===== config.mk =====
export PLATFORM = sky130hd
export DESIGN_NAME = sd_cmd_seq
export DESIGN_NICKNAME = d
export VERILOG_FILES = /design/src/rtl/sd_cmd_seq.sv
export SDC_FILE = /design/constraint.sdc
export NUM_CORES = 1
export LEC_CHECK = 0
export CAP_MARGIN = 5
export CORE_ASPECT_RATIO = 1.5
export CORE_MARGIN = 2
export CORE_UTILIZATION = 35
export DETAILED_ROUTE_END_ITERATION = 10
export GPL_TIMING_DRIVEN = 1
export HOLD_SLACK_MARGIN = 0.02
export MAX_ROUTING_LAYER = met4
export PLACE_DENSITY = 0.69
export SKIP_CTS_REPAIR_TIMING = 1
export SLEW_MARGIN = 10
export SYNTH_ARGS = -nofsm -noshare
export SYNTH_HDL_FRONTEND = slang
export SYNTH_SLANG_ARGS = --single-unit

===== constraint.sdc =====
create_clock -name clk -period 3.4 [get_ports clk]
set_input_delay 0.68 -clock clk [delete_from_list [all_inputs] [get_ports clk]]
set_output_delay 0.68 -clock clk [all_outputs]
set_load 0.1 [all_outputs]

===== src/rtl/sd_cmd_seq.sv =====
// SD card SPI-mode command sequencer: frames a 6-byte command with CRC7, drives an
// external spi_master byte by byte, then polls for the R1 response byte.
module sd_cmd_seq #(
   parameter int unsigned RESP_TIMEOUT = 8,
   parameter logic [7:0]  FILL_BYTE    = 8'hFF
) (
   input  logic        clk,
   input  logic        rst,
   input  logic        cmd_start,
   input  logic [5:0]  cmd_index,
   input  logic [31:0] cmd_arg,
   output logic        cmd_busy,
   output logic        cmd_done,
   output logic [7:0]  cmd_resp,
   output logic        cmd_timeout,
   output logic        spi_start,
   output logic [7:0]  spi_data_in,
   output logic        sssd_out,
   input  logic [7:0]  spi_data_out,
   input  logic        spi_busy,
   input  logic        spi_new_data
);

   typedef enum logic [2:0] {StIdle, StLoad, StXfer, StWait, StPoll, StDone} state_e;

   localparam logic [7:0] TimeoutCnt = 8'(RESP_TIMEOUT);
   localparam logic [2:0] PollPhase  = 3'd6;

   state_e      state_q, state_d;
   logic [2:0]  byte_cnt_q, byte_cnt_d;
   logic [7:0]  poll_cnt_q, poll_cnt_d;
   logic [5:0]  idx_q, idx_d;
   logic [31:0] arg_q, arg_d;
   logic        spi_start_q, spi_start_d;
   logic [7:0]  spi_data_q, spi_data_d;
   logic [7:0]  resp_q, resp_d;
   logic        timeout_q, timeout_d;
   logic [7:0]  frame_byte;
   logic [6:0]  crc;

   function automatic logic [6:0] crc7(input logic [39:0] bits);
      logic [6:0] c;
      logic       fb;
      c = '0;
      for (int i = 39; i >= 0; i--) begin
         fb = bits[i] ^ c[6];
         c  = {c[5:0], 1'b0};
         if (fb) c = c ^ 7'h09;
      end
      return c;
   endfunction

   assign crc = crc7({2'b01, idx_q, arg_q});

   always_comb begin
      frame_byte = {crc, 1'b1};
      case (byte_cnt_q)
         3'd0:    frame_byte = {2'b01, idx_q};
         3'd1:    frame_byte = arg_q[31:24];
         3'd2:    frame_byte = arg_q[23:16];
         3'd3:    frame_byte = arg_q[15:8];
         3'd4:    frame_byte = arg_q[7:0];
         default: frame_byte = {crc, 1'b1};
      endcase
   end

   always_comb begin
      state_d     = state_q;
      byte_cnt_d  = byte_cnt_q;
      poll_cnt_d  = poll_cnt_q;
      idx_d       = idx_q;
      arg_d       = arg_q;
      spi_start_d = 1'b0;
      spi_data_d  = spi_data_q;
      resp_d      = resp_q;
      timeout_d   = timeout_q;
      case (state_q)
         StIdle: begin
            if (cmd_start) begin
               idx_d      = cmd_index;
               arg_d      = cmd_arg;
               resp_d     = 8'hFF;
               timeout_d  = 1'b0;
               byte_cnt_d = '0;
               poll_cnt_d = '0;
               state_d    = StLoad;
            end
         end
         StLoad: begin
            spi_data_d = frame_byte;
            state_d    = StXfer;
         end
         StXfer: begin
            if (!spi_busy) begin
               spi_start_d = 1'b1;
               state_d     = StWait;
            end
         end
         StWait: begin
            if (spi_new_data) begin
               if (byte_cnt_q < 3'd5) begin
                  byte_cnt_d = byte_cnt_q + 3'd1;
                  state_d    = StLoad;
               end else if (byte_cnt_q == 3'd5) begin
                  // Received frame-time bytes are discarded; polling starts fresh.
                  byte_cnt_d = PollPhase;
                  poll_cnt_d = '0;
                  state_d    = StPoll;
               end else begin
                  poll_cnt_d = poll_cnt_q + 8'd1;
                  if (!spi_data_out[7]) begin
                     resp_d    = spi_data_out;
                     timeout_d = 1'b0;
                     state_d   = StDone;
                  end else if (poll_cnt_q + 8'd1 >= TimeoutCnt) begin
                     resp_d    = 8'hFF;
                     timeout_d = 1'b1;
                     state_d   = StDone;
                  end else begin
                     state_d = StPoll;
                  end
               end
            end
         end
         StPoll: begin
            spi_data_d = FILL_BYTE;
            state_d    = StXfer;
         end
         StDone:  state_d = StIdle;
         default: state_d = StIdle;
      endcase
   end

   always_ff @(posedge clk or posedge rst) begin
      if (rst) begin
         state_q     <= StIdle;
         byte_cnt_q  <= '0;
         poll_cnt_q  <= '0;
         idx_q       <= '0;
         arg_q       <= '0;
         spi_start_q <= 1'b0;
         spi_data_q  <= '0;
         resp_q      <= 8'hFF;
         timeout_q   <= 1'b0;
      end else begin
         state_q     <= state_d;
         byte_cnt_q  <= byte_cnt_d;
         poll_cnt_q  <= poll_cnt_d;
         idx_q       <= idx_d;
         arg_q       <= arg_d;
         spi_start_q <= spi_start_d;
         spi_data_q  <= spi_data_d;
         resp_q      <= resp_d;
         timeout_q   <= timeout_d;
      end
   end

   assign cmd_busy    = (state_q != StIdle);
   assign cmd_done    = (state_q == StDone);
   assign sssd_out    = (state_q == StIdle) || (state_q == StDone);
   assign cmd_resp    = resp_q;
   assign cmd_timeout = timeout_q;
   assign spi_start   = spi_start_q;
   assign spi_data_in = spi_data_q;

endmodule


==> metrics.md, run 1 <==
| Metric | Value |
|---|---|
| Fin Setup TNS | 0 ns |
| CTS tree | done |
| Most common cell after layout, fill and taps aside | dfrtp_1 |
| M1 WL | 3930 µm |
| Avg Inst Size Synth | approximately 11 µm² |
| Die width | 93.0 µm |
| Die area | around 0.013 mm² |
| Max-cap violations | 0 |
| Die Ht | 137 µm |
| Unrepaired setup endpoints after global routing | false |
| Row count | 48 |
| RD Place Congestion | 0.870 |
| Synthesized cell area | 0.00416 mm² |
| Inserted Diodes | 0 |
| Total GRT Usage | 16.8% |
| Multi-input gate area | 0.00230 mm² |
| Met3 WL post-DR | 465 µm |
| CP Class | reg2reg |
| Largest net degree at the start of global routing | 43 |
| Setup-failing EPs final | 0 |
| CTS Buf Count | 9 |
| Clk slew on worst S/H paths | ~0.060 ns |
| Cells after Synth | 363 |
| Post-synth EDFFs | 0 |
| Critical Path Max Stage Delay | 0.48 ns |
| Tmin final | 2.76 ns |
| F_max | 362 MHz |
| Crit path top cell by count | xnor3_2 |
| Startpoint types | register |
| Clock skew | 0.00808 ns |
| Top_reg_cell synth | dfrtp_1 |
| Final ANT Viol Nets | 0 |
| WL final | roughly 9800 µm |
| Async SR Flop Fraction | 100% |
| H-tree levels | 3 |
| Pre-Repair DR Iteration Count | 5 |
| Syn Nets | between 400 and 500 |
| First-pass GRT wire length | 15800 µm |
| I/O pin cnt | 72 |
| Initial core utilization | 36.1% |
| Req. time, crit path | around 3.7 ns |
| Number of global-route vias before repair | 3139 |
| Fillers | ~1100 |
| Detail-routed net length per standard cell | 16.8 µm |
| Via/cell ratio | just over 5 |
| Most frequent cells in the layout | 62 x dfrtp_1, 50 x clkdlybuf4s50_1, 36 x xnor2_1 |
| Nature of the critical path endpoint | register |
| Post-synth cell types | 49 |
| Worst-path maximum fanout | 4 |
| FF+latch area | 0.00176 mm² |
| Worst slew pin tran | 0.722 ns |
| CP cell instances | xnor3_2 > xnor3_2 > xnor3_1 > xnor3_2 > xnor2_1 > o21ai_1 > o21a_1 |
| Sinks on Clock Net | 70 |
| Initial DRC count | 126 |
| Layout area overhead | 26.8% |
| Core footprint | 0.0115 mm² |
| Slew Viols, Final | 0 |
| Post-DP HPWL | 7400 µm |
| # DRC | 0 |
| Sequential-to-total area share from yosys stat | 42.4% |
| Top Layer Used | met4 |
| HP Class | reg2reg |
| Layout cells sized above 1 | 20.2% |
| R2R setup slack | 0.64 ns |
| Max-slew headroom | 51.2% |
| Data arrival time of the worst path | between 3 and 4 ns |
| Worst path slowest cell | xnor3_2 |
| Initial antenna violation count | 0 |
| Worst skew pair latency | 0.34 ns |
| Status | complete, no violations |
| Metal2 WL | 5230 µm |
| YS warnings | 0 |
| Longest Clk Path Bufs | 2 |
| Yosys reg bits | 70 |
| Net count, final | 488 |
| Final hold violation count | 0 |
| Vias | between 2000 and 3000 |
| CTS root buf | clkbuf_16 |
| Post-route clock period utilization | 81.3% |
| Total gr overflow | 0 |
| Port Buf Inserts | 71 |
-- final cells by class --
type,instances,area share (%)
Inverter,7,0.498
Tap cell,150,3.56
Clock inverter,4,0.854
Multi-Input combinational cell,268,43.7
Timing Repair Buffer,74,13.1
Clock buffer,12,4.86
Sequential cell,70,33.4
-- metal layers --
metal	up-vias	track usage [%]
met5	-	-
met4	0	7.60
met3	16	3.39
met2	87	30.1
met1	1444	17.7
li1	1435	-
-- registers in the layout, indices dropped and copies added, names as in the netlist --
| register | flops |
|---|---|
| poll_cnt_q | 8 |
| cmd_resp | 8 |
| spi_start | 1 |
| state_q | 3 |
| byte_cnt_q | 3 |
| spi_data_in | 8 |
| arg_q | 32 |
| idx_q | 6 |
| cmd_timeout | 1 |
-- worst paths after layout --
check	start	end	cells after the start
min	cmd_resp[7]	cmd_resp[7]	2
max in group asynchronous	rst	cmd_resp[0]	3
max	idx_q[1]	spi_data_in[2]	7
min reg2reg	cmd_resp[7]	cmd_resp[7]	2
max reg2reg	idx_q[1]	spi_data_in[2]	7
min in group asynchronous	rst	arg_q[17]	2
-- cells in the mapped netlist, types with 4 or more instances --
| cell type | instances | area (µm²) |
|---|---|---|
| o21ai_0 | 13 | 65.1 |
| dfrtp_1 | 62 | 1550 |
| o21ai_1 | 17 | 85.1 |
| xor2_1 | 6 | 52.6 |
| xnor2_1 | 36 | 315 |
| inv_1 | 6 | 22.5 |
| nand2_1 | 19 | 71.3 |
| a22oi_1 | 6 | 45.0 |
| nor2_1 | 19 | 71.3 |
| o21a_1 | 7 | 52.6 |
| xnor3_1 | 17 | 383 |
| mux2_2 | 34 | 383 |
| nand3_1 | 6 | 30.0 |
| dfstp_2 | 8 | 210 |
| mux2_1 | 8 | 90.1 |
| clkbuf_1 | 18 | 67.6 |
| ha_1 | 7 | 87.6 |
| o31ai_1 | 4 | 30.0 |
| a21oi_1 | 21 | 105 |
-- critical path, delay by kind of cell, from the launching register on --
family	cells	cell delay (ns)
XOR/XNOR	5	1.93
AO/OA/AOI/OAI	2	0.32
flip-flops	1	0.45
-- stage by stage --
| stage | std cells | utilization, % | area, µm² | hold slack (ns) | worst slack, ns |
|---|---|---|---|---|---|
| after floorplan | 363 | - | 4160 | 0.474 | 0.658 |
| after global placement | 569 | 43.1 | 4970 | 0.451 | 0.636 |
| after detailed placement | 569 | 43.1 | 4970 | 0.453 | 0.641 |
| after CTS | 585 | 45.7 | 5270 | 0.462 | 0.623 |
| after global routing | 585 | 45.7 | 5270 | 0.491 | 0.504 |
| final | 585 | 45.7 | 5270 | 0.458 | 0.637 |
-- logic make-up (layout without fill, tap and decap cells) --
family | count (synthesis) | after routing | share of synthesized area (%)
AO/OA/AOI/OAI | 88 | 88 | 13.2
flip-flops | 70 | 70 | 42.4
adder cells (fa/ha/maj) | 7 | 7 | 2.11
XOR/XNOR | 64 | 64 | 20.9
multiplexers | 43 | 43 | 11.6
AND/OR/NAND/NOR | 66 | 66 | 7.58
buffers and inverters | 25 | 97 | 2.26
Power of run 1 is not shown: default switching activity piles up to over one toggle a cycle in this logic, so the estimate is an artifact.
==> run 2, diff against run 1 <==
clock period = 2.8 ns   (was 3.4 ns; I/O delays follow)
==> run 2 against run 1 <==
Against the previous run:
- sequential share of layout area down 0.86 points
- clock-buffer cell count down 2
- die area unchanged
- worst setup slack worse by 0.52 ns
- routed wire length up 4.1%
- hold slack better by 0.00058 ns
- critical path depth is the same
- clock skew shrank 0.0038 ns
- global-route usage grew 0.92 points
- critical path type unchanged
==> metrics.md, run 2 (same netlist as run 1, synthesis figures left out) <==
| Metric | Value |
|---|---|
| Layout cells sized above 1 | 22.4% (+2.2 points) |
| Sinks on Clock Net | 70 (unchanged) |
| End of the critical path | spi_data_in[6] |
| Detail-routed net length per standard cell | 17.3 µm (+2.9%) |
| Die area | 0.0128 mm² (unchanged) |
| Req. time, crit path | 3.08 ns (-0.60 ns) |
| Row count | 48 (unchanged) |
| Critical Path Max Stage Delay | 0.45 ns (-0.03 ns) |
| Port Buf Inserts | 71 (unchanged) |
| Largest register FFs | 32 (unchanged) |
| Crit path top cell by count | xnor3_2 |
| CP Class | reg2reg |
| Total gr overflow | 0 (unchanged) |
| Metal2 WL | 5690 µm (+8.7%) |
| F_max | 373 MHz (+3.0%) |
| Tmin final | 2.68 ns (-0.0813 ns) |
| Unrepaired setup endpoints after global routing | false |
| Worst skew pair latency | 0.34 ns (about the same) |
| Via/cell ratio | 5.17 (+1.4%) |
| Worst path slowest cell | dfrtp_2 |
| Status | complete, no violations |
| Data arrival time of the worst path | 2.96 ns (-0.08 ns) |
| HP Class | reg2reg |
| Net count, final | 495 (+1.4%) |
| FF+latch area | 0.00176 mm² (about the same) |
| Die width | 93.0 µm (unchanged) |
| R2R setup slack | 0.12 ns (-0.52 ns) |
| Most common cell after layout, fill and taps aside | dfrtp_1 |
| Total GRT Usage | 17.7% (+0.92 points) |
| Vias | 3060 (+2.6%) |
| Top Layer Used | met4 |
| CTS Buf Count | 9 (unchanged) |
| Most flop-heavy register | arg_q |
| Setup-failing EPs final | 0 (unchanged) |
| Crit. Startpoint | idx_q[1] |
| Die Ht | 137 µm (unchanged) |
| Worst Reg-to-Reg Cells | 7 (unchanged) |
| WL final | 10300 µm (+4.1%) |
| Clock skew | 0.00423 ns (-0.00385 ns) |
| CTS tree | done |
| Post-route clock period utilization | 95.8% (+15 points) |
| Reg2reg end | spi_data_in[6] |
| First-pass GRT wire length | 16600 µm (+5.2%) |
| H-tree levels | 3 (unchanged) |
| Layout area overhead | 30.3% |
| CP cell instances | xnor3_2 > xnor3_2 > xnor3_2 > xnor2_1 > xnor3_1 > nor2_1 > o22a_1 |
| RD Place Congestion | 0.891 (+2.4%) |
| WHS Path Cells | 2 (unchanged) |
| CTS root buf | clkbuf_16 |
| I/O pin cnt | 72 (unchanged) |
| Fillers | 1087 (-0.46%) |
| Core footprint | 0.0115 mm² (unchanged) |
| Longest Clk Path Bufs | 2 (unchanged) |
| Worst-path maximum fanout | 4 (unchanged) |
| Multi-input gate area | 0.00232 mm² (+0.71%) |
| Final hold violation count | 0 (unchanged) |
| M1 WL | 3990 µm (+1.4%) |
| Nature of the critical path endpoint | register |
| Max-cap violations | 0 (unchanged) |
| Largest net degree at the start of global routing | 29 (-33%) |
| Most frequent cells in the layout | 61 x dfrtp_1, 50 x clkdlybuf4s50_1, 34 x mux2_2, 34 x xnor2_1, 29 x buf_4 |
| Startpoint types | register |
| Fin Setup TNS | 0 ns (unchanged) |
| Inserted Diodes | 0 (unchanged) |
| # DRC | 0 (unchanged) |
| Post-DP HPWL | 7810 µm (+5.6%) |
| Initial core utilization | 36.1% (unchanged) |
| Worst slew pin tran | 0.593 ns (-0.130 ns) |
| Number of global-route vias before repair | 3226 (+2.8%) |
| Initial antenna violation count | 0 (unchanged) |
| Max-slew headroom | 60.3% (+9.1 points) |
| Slew Viols, Final | 0 (unchanged) |
| Final ANT Viol Nets | 0 (unchanged) |
| Met3 WL post-DR | 365 µm (-22%) |
| Clk slew on worst S/H paths | 0.06 ns (about the same) |
| FF-to-FF Start | idx_q[1] |
| Initial DRC count | 210 (+67%) |
| Pre-Repair DR Iteration Count | 4 (-1) |
==> run 2: area by class of cell <==
type	instances	share of cell area (%)
Clock inverter	6	2.47
Timing Repair Buffer	81	14.0
Sequential cell	70	32.5
Tap cell	150	3.47
Inverter	7	0.485
Multi-Input combinational cell	268	42.8
Clock buffer	10	4.23
==> run 2: worst min path at each step <==
stage | startpoint | to | slack [ns]
after floorplan | poll_cnt_q[7] | poll_cnt_q[7] | 0.47
after global placement | cmd_resp[0] | cmd_resp[0] | 0.45
after detailed placement | cmd_resp[7] | cmd_resp[7] | 0.45
after CTS | cmd_resp[7] | cmd_resp[7] | 0.46
after global routing | cmd_resp[7] | cmd_resp[7] | 0.48
final | cmd_resp[7] | cmd_resp[7] | 0.46
==> run 2: worst max-delay path, delay by kind of cell (launching register included) <==
kind | cells | cell delay, ns
AOI/OAI and AO/OA | 1 | 0.12
DFF | 1 | 0.45
xor gates and xnor gates | 5 | 1.94
and+or+nand+nor | 1 | 0.11
==> run 2: per-stage QoR <==
| stage | hold WS [ns] | cell area, µm² | worst slack [ns] | utilization (%) | std cells |
|---|---|---|---|---|---|
| final | 0.459 | 5420 | 0.118 | 47.0 | 592 |
| after global routing | 0.479 | 5420 | 0.00767 | 47.0 | 592 |
| after CTS | 0.461 | 5400 | 0.0298 | 46.8 | 592 |
| after detailed placement | 0.451 | 5040 | 0.0852 | 43.7 | 576 |
| after global placement | 0.452 | 5040 | 0.157 | 43.7 | 576 |
| after floorplan | 0.474 | 4160 | 0.178 | - | 363 |
==> run 2: metal layers <==
layer / vias to the layer above / track usage [%]
li1: 1445 / -
met1: 1508 / 19.0
met2: 91 / 31.9
met3: 16 / 2.95
met4: 0 / 7.84
met5: - / -
Power of run 2 is left out for the same reason.
